File: config.mk
export PLATFORM = sky130hd
export DESIGN_NAME = data_pipe_interconnect_m2s_rr
export DESIGN_NICKNAME = d
export VERILOG_FILES = /design/src/rtl/data_pipe_m2s_pkg.sv /design/src/rtl/m2s_rr_arbiter.sv /design/src/rtl/data_pipe_interconnect_m2s_rr.sv
export SDC_FILE = /design/constraint.sdc
export NUM_CORES = 1
export LEC_CHECK = 0
export BUFFER_PORTS_ARGS = -buffer_cell sky130_fd_sc_hd__buf_2
export CELL_PAD_IN_SITES_DETAIL_PLACEMENT = 2
export CELL_PAD_IN_SITES_GLOBAL_PLACEMENT = 2
export CORE_UTILIZATION = 37
export DETAILED_ROUTE_END_ITERATION = 16
export GPL_TIMING_DRIVEN = 0
export PLACE_DENSITY_LB_ADDON = 0.25
export SLEW_MARGIN = 25
export SYNTH_ARGS = -nofsm -noshare
export SYNTH_HDL_FRONTEND = slang
export SYNTH_SLANG_ARGS = --single-unit
File: constraint.sdc
create_clock -name clock -period 8.97 [get_ports clock]
set_clock_uncertainty 0.1 [all_clocks]
set_input_delay 0 -clock clock [delete_from_list [all_inputs] [get_ports clock]]
set_output_delay 0 -clock clock [all_outputs]
set_load 0.005 [all_outputs]
File: src/rtl/data_pipe_m2s_pkg.sv
// Shared types and defaults for the NUM-to-1 round-robin stream interconnect.
package data_pipe_m2s_pkg;

  // Arbiter state; ARB_LOCK is only reachable when M2S_PKT_LOCK_EN is defined
  typedef enum logic {
    ARB_IDLE = 1'b0,
    ARB_LOCK = 1'b1
  } arb_state_t;

  localparam int DSIZE_DEF = 8;
  localparam int NUM_DEF   = 8;
  localparam int DEPTH_DEF = 4;

  // Index width that never collapses to zero bits
  function automatic int clog2_min1(input int n);
    return (n <= 2) ? 1 : $clog2(n);
  endfunction

endpackage

File: src/rtl/m2s_rr_arbiter.sv
// Combinational round-robin arbiter: searches ptr+1, ptr+2, ... modulo NUM
// for the first requester, or grants only lk_ch while a packet lock is held.
module m2s_rr_arbiter #(
  parameter int NUM   = 8,
  parameter int NSIZE = 3
) (
  input  logic [NUM-1:0]   req,
  input  logic [NSIZE-1:0] ptr,
  input  logic             lock,
  input  logic [NSIZE-1:0] lk_ch,
  output logic [NSIZE-1:0] grant,
  output logic             grant_vld
);

  // Pick the locked channel or the first requester after the last winner
  always_comb begin
    grant     = '0;
    grant_vld = 1'b0;
    if (lock) begin
      grant     = lk_ch;
      grant_vld = req[lk_ch];
    end else begin
      for (int i = 1; i <= NUM; i++) begin
        if (!grant_vld && req[(int'(ptr) + i) % NUM]) begin
          grant_vld = 1'b1;
          grant     = NSIZE'((int'(ptr) + i) % NUM);
        end
      end
    end
  end

endmodule

File: src/rtl/data_pipe_interconnect_m2s_rr.sv
// NUM-slave to single-master stream interconnect with round-robin arbitration
// and a DEPTH-entry registered output FIFO of {src, last, data}.
// Optional feature macro: M2S_PKT_LOCK_EN (packet-lock arbitration; when
// undefined, arbitration happens per beat and s_last is carried as data only).
module data_pipe_interconnect_m2s_rr
  import data_pipe_m2s_pkg::*;
#(
  parameter int DSIZE = DSIZE_DEF,
  parameter int NUM   = NUM_DEF,
  parameter int NSIZE = clog2_min1(NUM),
  parameter int DEPTH = DEPTH_DEF
) (
  input  logic                     clock,
  input  logic                     rst_n,
  input  logic                     clk_en,
  input  logic [NUM-1:0]           s_valid,
  input  logic [NUM*DSIZE-1:0]     s_data,
  input  logic [NUM-1:0]           s_last,
  output logic [NUM-1:0]           s_ready,
  output logic                     m_valid,
  output logic [DSIZE-1:0]         m_data,
  output logic                     m_last,
  output logic [NSIZE-1:0]         m_src,
  input  logic                     m_ready,
  output logic [$clog2(DEPTH):0]   fifo_cnt
);

  localparam int AW = $clog2(DEPTH);
  localparam int EW = NSIZE + 1 + DSIZE;

  logic [EW-1:0]    r_mem [DEPTH];
  logic [AW:0]      r_wr;
  logic [AW:0]      r_rd;
  logic [NSIZE-1:0] r_ptr;

  logic [NSIZE-1:0] w_grant;
  logic             w_grant_vld;
  logic             w_lock;
  logic [NSIZE-1:0] w_lk_ch;
  logic             w_full;
  logic             w_empty;
  logic             w_act;
  logic             w_push;
  logic             w_pop;
  logic             w_wlast;
  logic [EW-1:0]    w_wdata;

`ifdef M2S_PKT_LOCK_EN
  arb_state_t       r_state;
  logic [NSIZE-1:0] r_lk_ch;

  assign w_lock  = (r_state == ARB_LOCK);
  assign w_lk_ch = r_lk_ch;
`else
  assign w_lock  = 1'b0;
  assign w_lk_ch = '0;
`endif

  m2s_rr_arbiter #(
    .NUM   (NUM),
    .NSIZE (NSIZE)
  ) u_arb (
    .req       (s_valid),
    .ptr       (r_ptr),
    .lock      (w_lock),
    .lk_ch     (w_lk_ch),
    .grant     (w_grant),
    .grant_vld (w_grant_vld)
  );

  // Full uses registered pointers only, so a same-cycle pop never opens a push
  assign w_full  = (r_wr[AW] != r_rd[AW]) && (r_wr[AW-1:0] == r_rd[AW-1:0]);
  assign w_empty = (r_wr == r_rd);
  // No handshake is offered while frozen or while reset is being applied
  assign w_act   = clk_en & rst_n;

  // One-hot ready toward the granted slave
  always_comb begin
    s_ready = '0;
    for (int k = 0; k < NUM; k++) begin
      s_ready[k] = (w_grant == NSIZE'(k)) && w_grant_vld && !w_full && w_act;
    end
  end

  assign w_push   = |(s_valid & s_ready);
  assign m_valid  = !w_empty && w_act;
  assign w_pop    = m_valid && m_ready;
  assign w_wlast  = s_last[w_grant];
  assign w_wdata  = {w_grant, w_wlast, s_data[w_grant*DSIZE +: DSIZE]};
  assign {m_src, m_last, m_data} = r_mem[r_rd[AW-1:0]];
  assign fifo_cnt = r_wr - r_rd;

  // FIFO storage and pointers; reset clears entries so the head reads zero
  always_ff @(posedge clock) begin
    if (!rst_n) begin
      r_wr <= '0;
      r_rd <= '0;
      for (int i = 0; i < DEPTH; i++) begin
        r_mem[i] <= '0;
      end
    end else if (clk_en) begin
      if (w_push) begin
        r_mem[r_wr[AW-1:0]] <= w_wdata;
        r_wr                <= r_wr + (AW+1)'(1);
      end
      if (w_pop) begin
        r_rd <= r_rd + (AW+1)'(1);
      end
    end
  end

`ifdef M2S_PKT_LOCK_EN
  // Arbitration FSM: hold the winner until its s_last beat, then advance ptr
  always_ff @(posedge clock) begin
    if (!rst_n) begin
      r_ptr   <= NSIZE'(NUM - 1);
      r_state <= ARB_IDLE;
      r_lk_ch <= '0;
    end else if (w_push) begin
      case (r_state)
        ARB_IDLE: begin
          if (w_wlast) begin
            r_ptr <= w_grant;
          end else begin
            r_state <= ARB_LOCK;
            r_lk_ch <= w_grant;
          end
        end
        ARB_LOCK: begin
          if (w_wlast) begin
            r_state <= ARB_IDLE;
            r_ptr   <= r_lk_ch;
          end
        end
        default: r_state <= ARB_IDLE;
      endcase
    end
  end
`else
  // Beat-level arbitration: every accepted beat moves priority past its source
  always_ff @(posedge clock) begin
    if (!rst_n) begin
      r_ptr <= NSIZE'(NUM - 1);
    end else if (w_push) begin
      r_ptr <= w_grant;
    end
  end
`endif

endmodule
Word level (Yosys, flattened, before mapping):

Memories as Yosys holds them, arrays and structs flattened. A register that Yosys moved wholly into a read port is not among the register bits.
Index checks and enable logic that the tools add are counted.

* order comparisons: 9
* multiplexer cells: 52
* shift operators: 1
* bitwise operators: 10
* reduce and logical (&&, ||, !) cells: 56
* add/subtract/negate cells: 11
* equal/unequal tests: 10

Operators with widths (number)
* $shiftx 64x7->8: 1
* $lt 4x5->1 const B: 8
* $logic_and 1x1->1: 34
* $mux 1: 31
* $bmux 1 s3: 9
* $mux 3: 8
* $reduce_or 3->1: 8
* $add 3x1->3 const B: 4
* $add 3x3->3 const B: 4
* $eq 3x3->1 const B: 4
* $mux 12: 1
* $reduce_or 12->1: 1
* $logic_not 1->1: 9
* $and 1x1->1 const A: 8
* $and 8x8->8: 1
* $reduce_or 8->1: 1
* $add 3x2->3 const B: 2
* $eq 3x2->1 const B: 2
* $mux 2: 3
* $lt 3x4->1 const B: 1
* $reduce_and 2->1: 2
* $eq 3x1->1 const B: 1
* $eq 3x3->1: 1
* $logic_not 3->1: 1
* 4 further kinds: 4

* memories: 1
* logic and storage cells: 153
* bits in registers: 9
* bits in writable memories: 48

Memories
* r_mem: depth 4, bits a word 12, rd ports 1, clocked after memory_dff 1, write ports 4, line data_pipe_interconnect_m2s_rr.sv:31 `logic [EW-1:0] r_mem [DEPTH];`

Logic depth before layout (Yosys ltp):

Gate-level depths: netlist of run 1.

* word-level depth: 40
* gate-level depth with buffers: 18
* depth with buffers taken out: 11

Modules after synthesis:

From an unflattened synthesis of run 1, not the netlist that was laid out.

* cell total of the unflattened synthesis: 353
* area total of the unflattened synthesis: 4589.4 um^2

Modules (own cells, without submodules)
* data_pipe_interconnect_m2s_rr: cells an instance 246, instances 1, seq. area each 1661.6 um^2, area each 3545.9 um^2
* m2s_rr_arbiter: cells an instance 107, instances 1, seq. area each 0.0 um^2, area each 1043.5 um^2

Least setup slack after synthesis of run 1:

No wires, ideal clock.

* path kind: reg2reg
* start: register r_ptr[0]
* end: memory r_mem[3][0] in the netlist's numbering (data pin)
* required time: 8.593 ns
* clock period less this slack: 4.528 ns
* path slack: 4.442 ns
* stages on the path, launching flop included: 18
* arrival time: 4.151 ns
* buffers on the path: 7
* setup time: 0.277 ns
* cell sequence: dfxtp_1 > buf_6 > buf_2 > clkinv_1 > ha_1 > buf_2 > mux4_2 > or2_4 > or3_4 > buf_6 > or4_4 > buf_6 > or2_1 > buf_4 > nand2_4 > buf_6 > mux2i_1 > o221ai_1

RTL lines
* start, declared: line data_pipe_interconnect_m2s_rr.sv:34 `logic [NSIZE-1:0] r_ptr;`
* start signal, assigned: line data_pipe_interconnect_m2s_rr.sv:143 `r_ptr <= NSIZE'(NUM - 1);`
* start signal, assigned: line data_pipe_interconnect_m2s_rr.sv:145 `r_ptr <= w_grant;`
* end, declared: line data_pipe_interconnect_m2s_rr.sv:31

Final worst setup path of run 1:

* start: register r_ptr[1]
* end: output port s_ready[1]

* word-level cells in the longest chain between the ends: 30

Ends and longest elaborated chain
* $add 3x1->3: line m2s_rr_arbiter.sv:24, m2s_rr_arbiter.sv:26
* $bmux 1 s3: line m2s_rr_arbiter.sv:24 `if (!grant_vld && req[(int'(ptr) + i) % NUM]) begin`
* $mux 1 (implied by the code) (2 in series): line m2s_rr_arbiter.sv:24
* $mux 1: line m2s_rr_arbiter.sv:24
* $logic_not 1->1: line m2s_rr_arbiter.sv:24
* $logic_and 1x1->1: line m2s_rr_arbiter.sv:24
* $mux 1: line m2s_rr_arbiter.sv:24
* $logic_not 1->1: line m2s_rr_arbiter.sv:24
* [11 not listed]
* $logic_not 1->1: line m2s_rr_arbiter.sv:24
* $logic_and 1x1->1: line m2s_rr_arbiter.sv:24
* $mux 1: line m2s_rr_arbiter.sv:24
* $logic_not 1->1: line m2s_rr_arbiter.sv:24
* $logic_and 1x1->1: line m2s_rr_arbiter.sv:24
* $mux 3: line m2s_rr_arbiter.sv:24
* $eq 3x1->1: line data_pipe_interconnect_m2s_rr.sv:81 `s_ready[k] = (w_grant == NSIZE'(k)) && w_grant_vld && !w_full && w_act;`
* $logic_and 1x1->1 * (3 in series): line data_pipe_interconnect_m2s_rr.sv:81
* end, declared: line data_pipe_interconnect_m2s_rr.sv:19 `output logic [NUM-1:0] s_ready,`

Mark *: on every way between the ends. The rest lies on a longest branch, timed or not. The select of a mux whose other input is x is not followed.

==> flow_summary.yaml, run 1 <==
floorplanning:
  fp-row-count: 42
  die_area_sq_mm: 0.0140
  start_util_pct: 37.9
  coreArea_sq_mm: 0.0132
  chipHeight_um: 118
  die_x_um: 118
  io_pins: 108
logic_synthesis:
  yosys.area.top_type: "edfxtp_1"
  synth_fp_nets: 600
  synth_seq_area_share_pct: 33.3
  syn_area_per_cell_sq_um: 9.81
  synth_top_area_share_pct: 28.9
  synth_cell_types: 63
  netlist_instances: 509
  async_reset_ff_share_pct: 0
  synth-seq-cells: 59
  synthFlopType: "edfxtp_1"
  synth_edf_count: 48
  yosys_warnings: 0
  yosys-top-cells-area: "edfxtp_1 (29%), mux4_2 (11%), nand2_1 (6.3%), o221ai_1 (6.3%), dfxtp_1 (4.4%)"
  netlist_area_sq_mm: 0.00499
sta:
  slew_headroom_pct: 39.9
  slew_viol_final: 0
  setup_slack_ps: 3150
  rsz0062_at_grt: "false"
  finalSetupViolCount: 0
  post-route-period-util_pct: 64.9
  fmax_mhz: 172
  period_needed_ps: 5820
  hold_viol: 0
  worstMarginPinSlew_ps: 894
  setup_tns_ps: 0
cts:
  cts_buffer_depth: 2
  cts-root-buf: "clkbuf_16"
  cts_buffers: 9
  cts-hold-fix-buffers: 2
  cts_resized: 0
  insertion_delay_ps: 330
  postCtsSetupBuffers: 0
  clk_pin_slew_ps: 50
  cts_tree: "yes"
  cts.sink_count: 59
  cts-htree-levels: 3
finish:
  layout_commonest_cell: "buf_2"
  final_cells: 811
  final_layout_size_suffix_gt1_share_pct: 33.4
  area_growth_pct: 22.3
  fin_area_sq_mm: 0.00611
  final.fill_count: 1451
  n_antenna_cell: 0
  final_cell_mix: "buf_2 (119), nand2_1 (84), edfxtp_1 (48)"
  nets: 721
worst_setup_path:
  cp_slowest_stage_delay_ps: 730
  regToRegStartpoint: "r_ptr[1]"
  criticalPathCategory: "reg2out"
  r2r-end: "r_mem[3][5]"
  path_depth: 17
  critPathSlowestCell: "nor4b_1"
  reg2reg_slack_ps: 3280
  path_cells: "clkbuf_1 -> inv_1 -> ha_1 -> buf_2 -> buf_2 -> mux2_2 -> nand4_1 -> nor4b_1 -> o32ai_1 -> o21a_1 -> clkbuf_1 -> o21ba_2 -> buf_2 -> buf_2 -> nor2_2 -> and2_1 -> buf_2"
  crit_family: "buffers and inverters"
  path_common_cell: "buf_2"
  critical_path_buf_inv_count: 8
  r2r_cells: 16
  startpoint: "r_ptr[1]"
  crit_path_end: "s_ready[1]"
  critical_path_arrival_ps: 5720
  crit_path_start_kind: "register"
  required_ps: 8870
  crit_fanout: 10
  endpoint_kind: "output pin"
power:
  power_density_mw_per_mm2: 209
  peakVddDrop_uv: 105
  p_leak_nw: 2.35
drt:
  drtIter0Drc: 350
  wl_um: 19700
  ant_nets: 0
  vias: 4946
  dr.pass1.iters: 5
  route.detailed.wl_per_inst_um: 24.3
  drc_errors: 0
  routed_via_density: 6.10
global_routing:
  antenna_found_initial: 0
  overflow: 0
  grt_usage_pct: 29.3
  grt_max_degree: 13
  grt_first_pass_wirelength_um: 30900
  grt_pass1_vias: 5242
place:
  place_ws_ps: 3340
  dp_hpwl_um: 14600
  placed_cells: 793
  placement.cell_area_sq_mm: 0.00578
  routabilityCongestion: 0.833
  io_buffers: 107
min_path:
  min-delay-path-class: "in2reg"
  hold_depth: 3
outcome:
  status: "finished, final reports clean"
run:
  maxCapViolations: 0
## cells in the mapped netlist, types with 3 or more instances
cell,n
mux2i_1,15
nand2b_1,10
nand3_1,28
edfxtp_1,48
a311oi_2,9
buf_2,12
xnor2_1,8
nor3_1,10
o2111ai_1,9
o22ai_1,12
and2_1,6
a211oi_1,13
buf_1,4
o21ai_0,6
nor3_2,3
buf_6,7
nor2_1,16
clkbuf_1,17
o21ai_1,9
inv_1,17
ha_1,6
mux2_2,13
o221ai_1,36
nor4_1,3
a21oi_1,13
dfxtp_1,11
o211ai_1,13
nand2_1,84
mux4_2,25
buf_4,3
or2_2,3
## worst reg2reg max path: stages (launching register included)
cell and delay [ps]:
dfxtp_1 450, clkbuf_1 460, inv_1 270, ha_1 360, buf_2 220, buf_2 290
mux2_2 380, nand4_1 80, nor4b_1 730, o22ai_1 230, a211o_1 340, clkbuf_1 240
clkbuf_1 300, nand3_1 150, a21oi_1 50, a311oi_2 510, o221ai_1 240
## worst min path at each step
stage / from / endpoint
after floorplan: clk_en / m_valid
after global placement: rst_n / r_rd[0]
after detailed placement: rst_n / r_rd[2]
after CTS: s_data[5] / r_mem[2][5]
after global routing: s_data[4] / r_mem[2][4]
final: s_data[5] / r_mem[2][5]
## final cells by class
class                   count  area [sq um]  share of cell area (%)
flip-flops and latches     59          1660                    27.2
plain buffers              43           241                    3.95
inverters                  18          67.6                    1.11
well taps                 176           220                    3.61
repair buffers            110           567                    9.28
clock inverters             1          30.0                   0.492
clock buffers              15           278                    4.55
multi-input cells         389          3040                    49.8
## metal layers
layer  wire, um  up-vias  global-route usage [%]  part of all wire, %
li1           -     2253                       -                    -
met1       8060     2490                    35.6                   41
met2      10300      168                    52.8                   52
met3        816       35                    3.81                  4.1
met4        482        0                    10.3                  2.4
met5          0        -                       0                    0
## sequential cells by signal, summed over array words and instances, names as in the netlist, named ones only
register	flops
r_wr	3
r_mem	48
r_ptr	3
r_rd	3
## cell families (layout without fill, tap and decap cells)
logic type / Yosys count / in the layout / share of synthesized area (%)
and+or+nand+nor: 183 / 183 / 18.0
xor gates and xnor gates: 8 / 8 / 1.40
buffers and inverters: 61 / 187 / 6.16
muxes: 53 / 53 / 17.2
adders and majority gates: 7 / 7 / 1.90
DFF: 59 / 59 / 33.3
AOI/OAI and AO/OA: 138 / 138 / 22.0
## power breakdown
group / leakage, nW / internal [mW] / switching, mW
clock network: 0.150 / 0.238 / 0.122
logic: 1.61 / 0.208 / 0.363
registers: 0.589 / 0.332 / 0.0129
## through the flow
| stage | total power [mW] | hold WS (ps) | utilization, % |
|---|---|---|---|
| 5_1_grt | 1.33 | 81.1 | 46.3 |
| 3_5_place_dp | 0.909 | 215 | 43.8 |
| 4_1_cts | 1.28 | 49.9 | 46.3 |
| 2_1_floorplan | 0.723 | 19.9 | - |
| 3_3_place_gp | 0.880 | 203 | 43.6 |
| 6_report | 1.28 | 60.0 | 46.3 |
Power figures use the tool's default switching activity.
==> inputs of run 2 (changes only) <==
--- a/config.mk
+++ b/config.mk
@@ -8,7 +8,7 @@
 export BUFFER_PORTS_ARGS = -buffer_cell sky130_fd_sc_hd__buf_2
 export CELL_PAD_IN_SITES_DETAIL_PLACEMENT = 2
 export CELL_PAD_IN_SITES_GLOBAL_PLACEMENT = 2
-export CORE_UTILIZATION = 37
+export CORE_UTILIZATION = 34
 export DETAILED_ROUTE_END_ITERATION = 16
 export GPL_TIMING_DRIVEN = 0
 export PLACE_DENSITY_LB_ADDON = 0.25
==> constraint.sdc (replaced) <==
create_clock -name clock -period 5.5 [get_ports clock]
set_clock_uncertainty 0.1 [all_clocks]
set_input_delay 0 -clock clock [delete_from_list [all_inputs] [get_ports clock]]
set_output_delay 0 -clock clock [all_outputs]
set_load 0.005 [all_outputs]
==> run 2 against run 1 <==
Effect of this change: critical path depth unchanged; non-clock buffer count is 2 higher; clock power increased by 81%; wire length is 1.7% higher; worst setup slack worse by 2900 ps; die area up 8.7%; total power rose by 72%; global-route usage shrank 2.2 points; sequential power grew 62%; combinational power grew 72%; design area is 2.7% higher; worst hold slack worse by 3.1 ps.
==> flow_summary.yaml, run 2 (synthesized netlist as in run 1, its figures left out) <==
drt:
  routed-wl-met3_um: 1190
  vias: 4968
  wl_um: 20000
  ant_nets: 0
  routed_via_density: 6.07
  wl_met2_um: 10600
  drtIter0Drc: 247
  drc_errors: 0
  route.detailed.wl_per_inst_um: 24.5
  routed.top_layer: "met4"
  dr.pass1.iters: 4
  wl_met1_um: 7660
finish:
  final_cell_mix: "buf_2 (119), nand2_1 (84), edfxtp_1 (48)"
  fin_area_sq_mm: 0.00627
  nets: 723
  area_growth_pct: 25.6
  final_layout_size_suffix_gt1_share_pct: 35.0
  largest_reg_flops: 48
  final.fill_count: 1551
  top_register: "r_mem"
  layout_commonest_cell: "buf_2"
worst_setup_path:
  crit_path_end: "r_mem[1][0]"
  crit_fanout: 10
  cp_slowest_stage_delay_ps: 730
  path_cells: "buf_6 -> buf_2 -> clkinvlp_4 -> ha_1 -> buf_2 -> mux4_2 -> or2_4 -> or3_4 -> buf_6 -> or4_4 -> buf_6 -> nand4_2 -> nand2_2 -> buf_4 -> nor3_2 -> nand2_1 -> o221ai_1"
  r2r_cells: 17
  crit_path_start_kind: "register"
  reg2reg_slack_ps: 210
  r2r-end: "r_mem[1][0]"
  required_ps: 5530
  regToRegStartpoint: "r_ptr[0]"
  endpoint_kind: "register"
  criticalPathCategory: "reg2reg"
  critical_path_arrival_ps: 5320
  startpoint: "r_ptr[0]"
  critPathSlowestCell: "nor3_2"
  path_common_cell: "buf_6"
global_routing:
  grt_pass1_vias: 5444
  antenna_found_initial: 1
  grt_first_pass_wirelength_um: 30600
  grt_usage_pct: 27.1
  overflow: 0
  grt_max_degree: 13
cts:
  cts.sink_count: 59
  cts-htree-levels: 3
  cts_tree: "yes"
  clk_pin_slew_ps: 50
  cts-root-buf: "clkbuf_16"
  cts_buffer_depth: 2
  insertion_delay_ps: 330
  cts_buffers: 9
sta:
  period_needed_ps: 5290
  worstMarginPinSlew_ps: 961
  post-route-period-util_pct: 96.2
  slew_viol_final: 0
  whs_ps: 56.9
  rsz0062_at_grt: "false"
  fmax_mhz: 189
  finalSetupViolCount: 0
  slew_headroom_pct: 35.9
  hold_viol: 0
outcome:
  status: "finished, final reports clean"
run:
  maxCapViolations: 0
floorplanning:
  fp-row-count: 43
  die_x_um: 123
  io_pins: 108
  coreArea_sq_mm: 0.0141
  start_util_pct: 35.4
  chipHeight_um: 123
  die_area_sq_mm: 0.0152
power:
  p_int_mw: 1.37
  clkPwrFrac_pct: 29.7
  power.total_mw: 2.19
  p_leak_nw: 2.40
  switchingPower_mw: 0.825
  power_density_mw_per_mm2: 349
  seq_power_share_pct: 25.5
  power_frac_comb_pct: 44.9
  peakVddDrop_uv: 147
  swShare_pct: 37.6
place:
  io_buffers: 107
  dp_hpwl_um: 15000
  placement.cell_area_sq_mm: 0.00578
  routabilityCongestion: 0.874
min_path:
  min-delay-path-class: "in2reg"
==> run 2: cell types whose count changed in the layout (fill, tap and decap cells not counted), moves of 2 or more <==
cell | previous run | this run
bufinv_16 | 1 | 3
clkinvlp_4 | 0 | 2
clkbuf_1 | 20 | 13
a311oi_4 | 0 | 5
clkbuf_8 | 3 | 1
clkbuf_2 | 1 | 3
a311oi_2 | 9 | 4
buf_4 | 3 | 6
==> run 2: timing repair <==
action | in CTS | in global routing
pin swaps | 0 | 5
hold endpoints to repair | 5 | 0
buffers inserted | 0 | 3
gates resized for setup | 5 | 18
hold buffers | 2 | 0
setup endpoints to repair | 30 | 47
==> run 2: worst max-delay path: cells and delay by family, from the launching register on <==
family / cells / cell delay [ps]
AOI/OAI and AO/OA: 1 / 150
adders and majority gates: 1 / 320
buffers and inverters: 7 / 1310
DFF: 1 / 350
muxes: 1 / 380
and+or+nand+nor: 7 / 2460
==> run 2: area by class of cell <==
class                   count  area (sq um)  share of cell area, %
inverters                  18          71.3                   1.14
repair buffers            113           589                   9.40
flip-flops and latches     59          1660                   26.5
multi-input cells         389          3130                   50.0
clock inverters             5           101                   1.62
plain buffers              42           244                   3.89
clock buffers              11           243                   3.87
well taps                 180           225                   3.59
diodes                      1          2.50                 0.0399
==> run 2: how the worst min path moves through the flow <==
stage              start          end  slack, ps  depth (start not counted)
2_1_floorplan     clk_en      m_valid         20                          2
3_3_place_gp       rst_n      r_rd[0]        200                          2
3_5_place_dp       rst_n      r_rd[0]        220                          2
4_1_cts        s_data[5]  r_mem[2][5]         50                          3
5_1_grt        s_last[0]  r_mem[2][8]         90                          3
6_report       s_data[3]  r_mem[2][3]         60                          3
==> run 2: power by group through the flow <==
| stage | combinational [mW] | sequential, mW | clock, mW |
|---|---|---|---|
| floorplan | 0.620 | 0.559 | 0 |
| global placement | 0.863 | 0.563 | 0 |
| detailed placement | 0.909 | 0.567 | 0 |
| CTS | 0.933 | 0.559 | 0.656 |
| global route | 1.05 | 0.563 | 0.671 |
| finish | 0.984 | 0.558 | 0.650 |
==> run 2: metal layers <==
layer	track usage, %	vias up
li1	-	2257
met1	31.8	2486
met2	49.3	183
met3	3.64	42
met4	11.2	0
met5	0	-
==> run 2: through the flow <==
stage          TNS, ps  setup WS (ps)  util, %  instances
2_1_floorplan        0            972        -        509
3_3_place_gp     -4910           -122     40.8        796
3_5_place_dp     -1090           -140     41.0        797
4_1_cts              0           3.39     43.8        815
5_1_grt              0          0.822     44.5        818
6_report             0            208     44.5        818
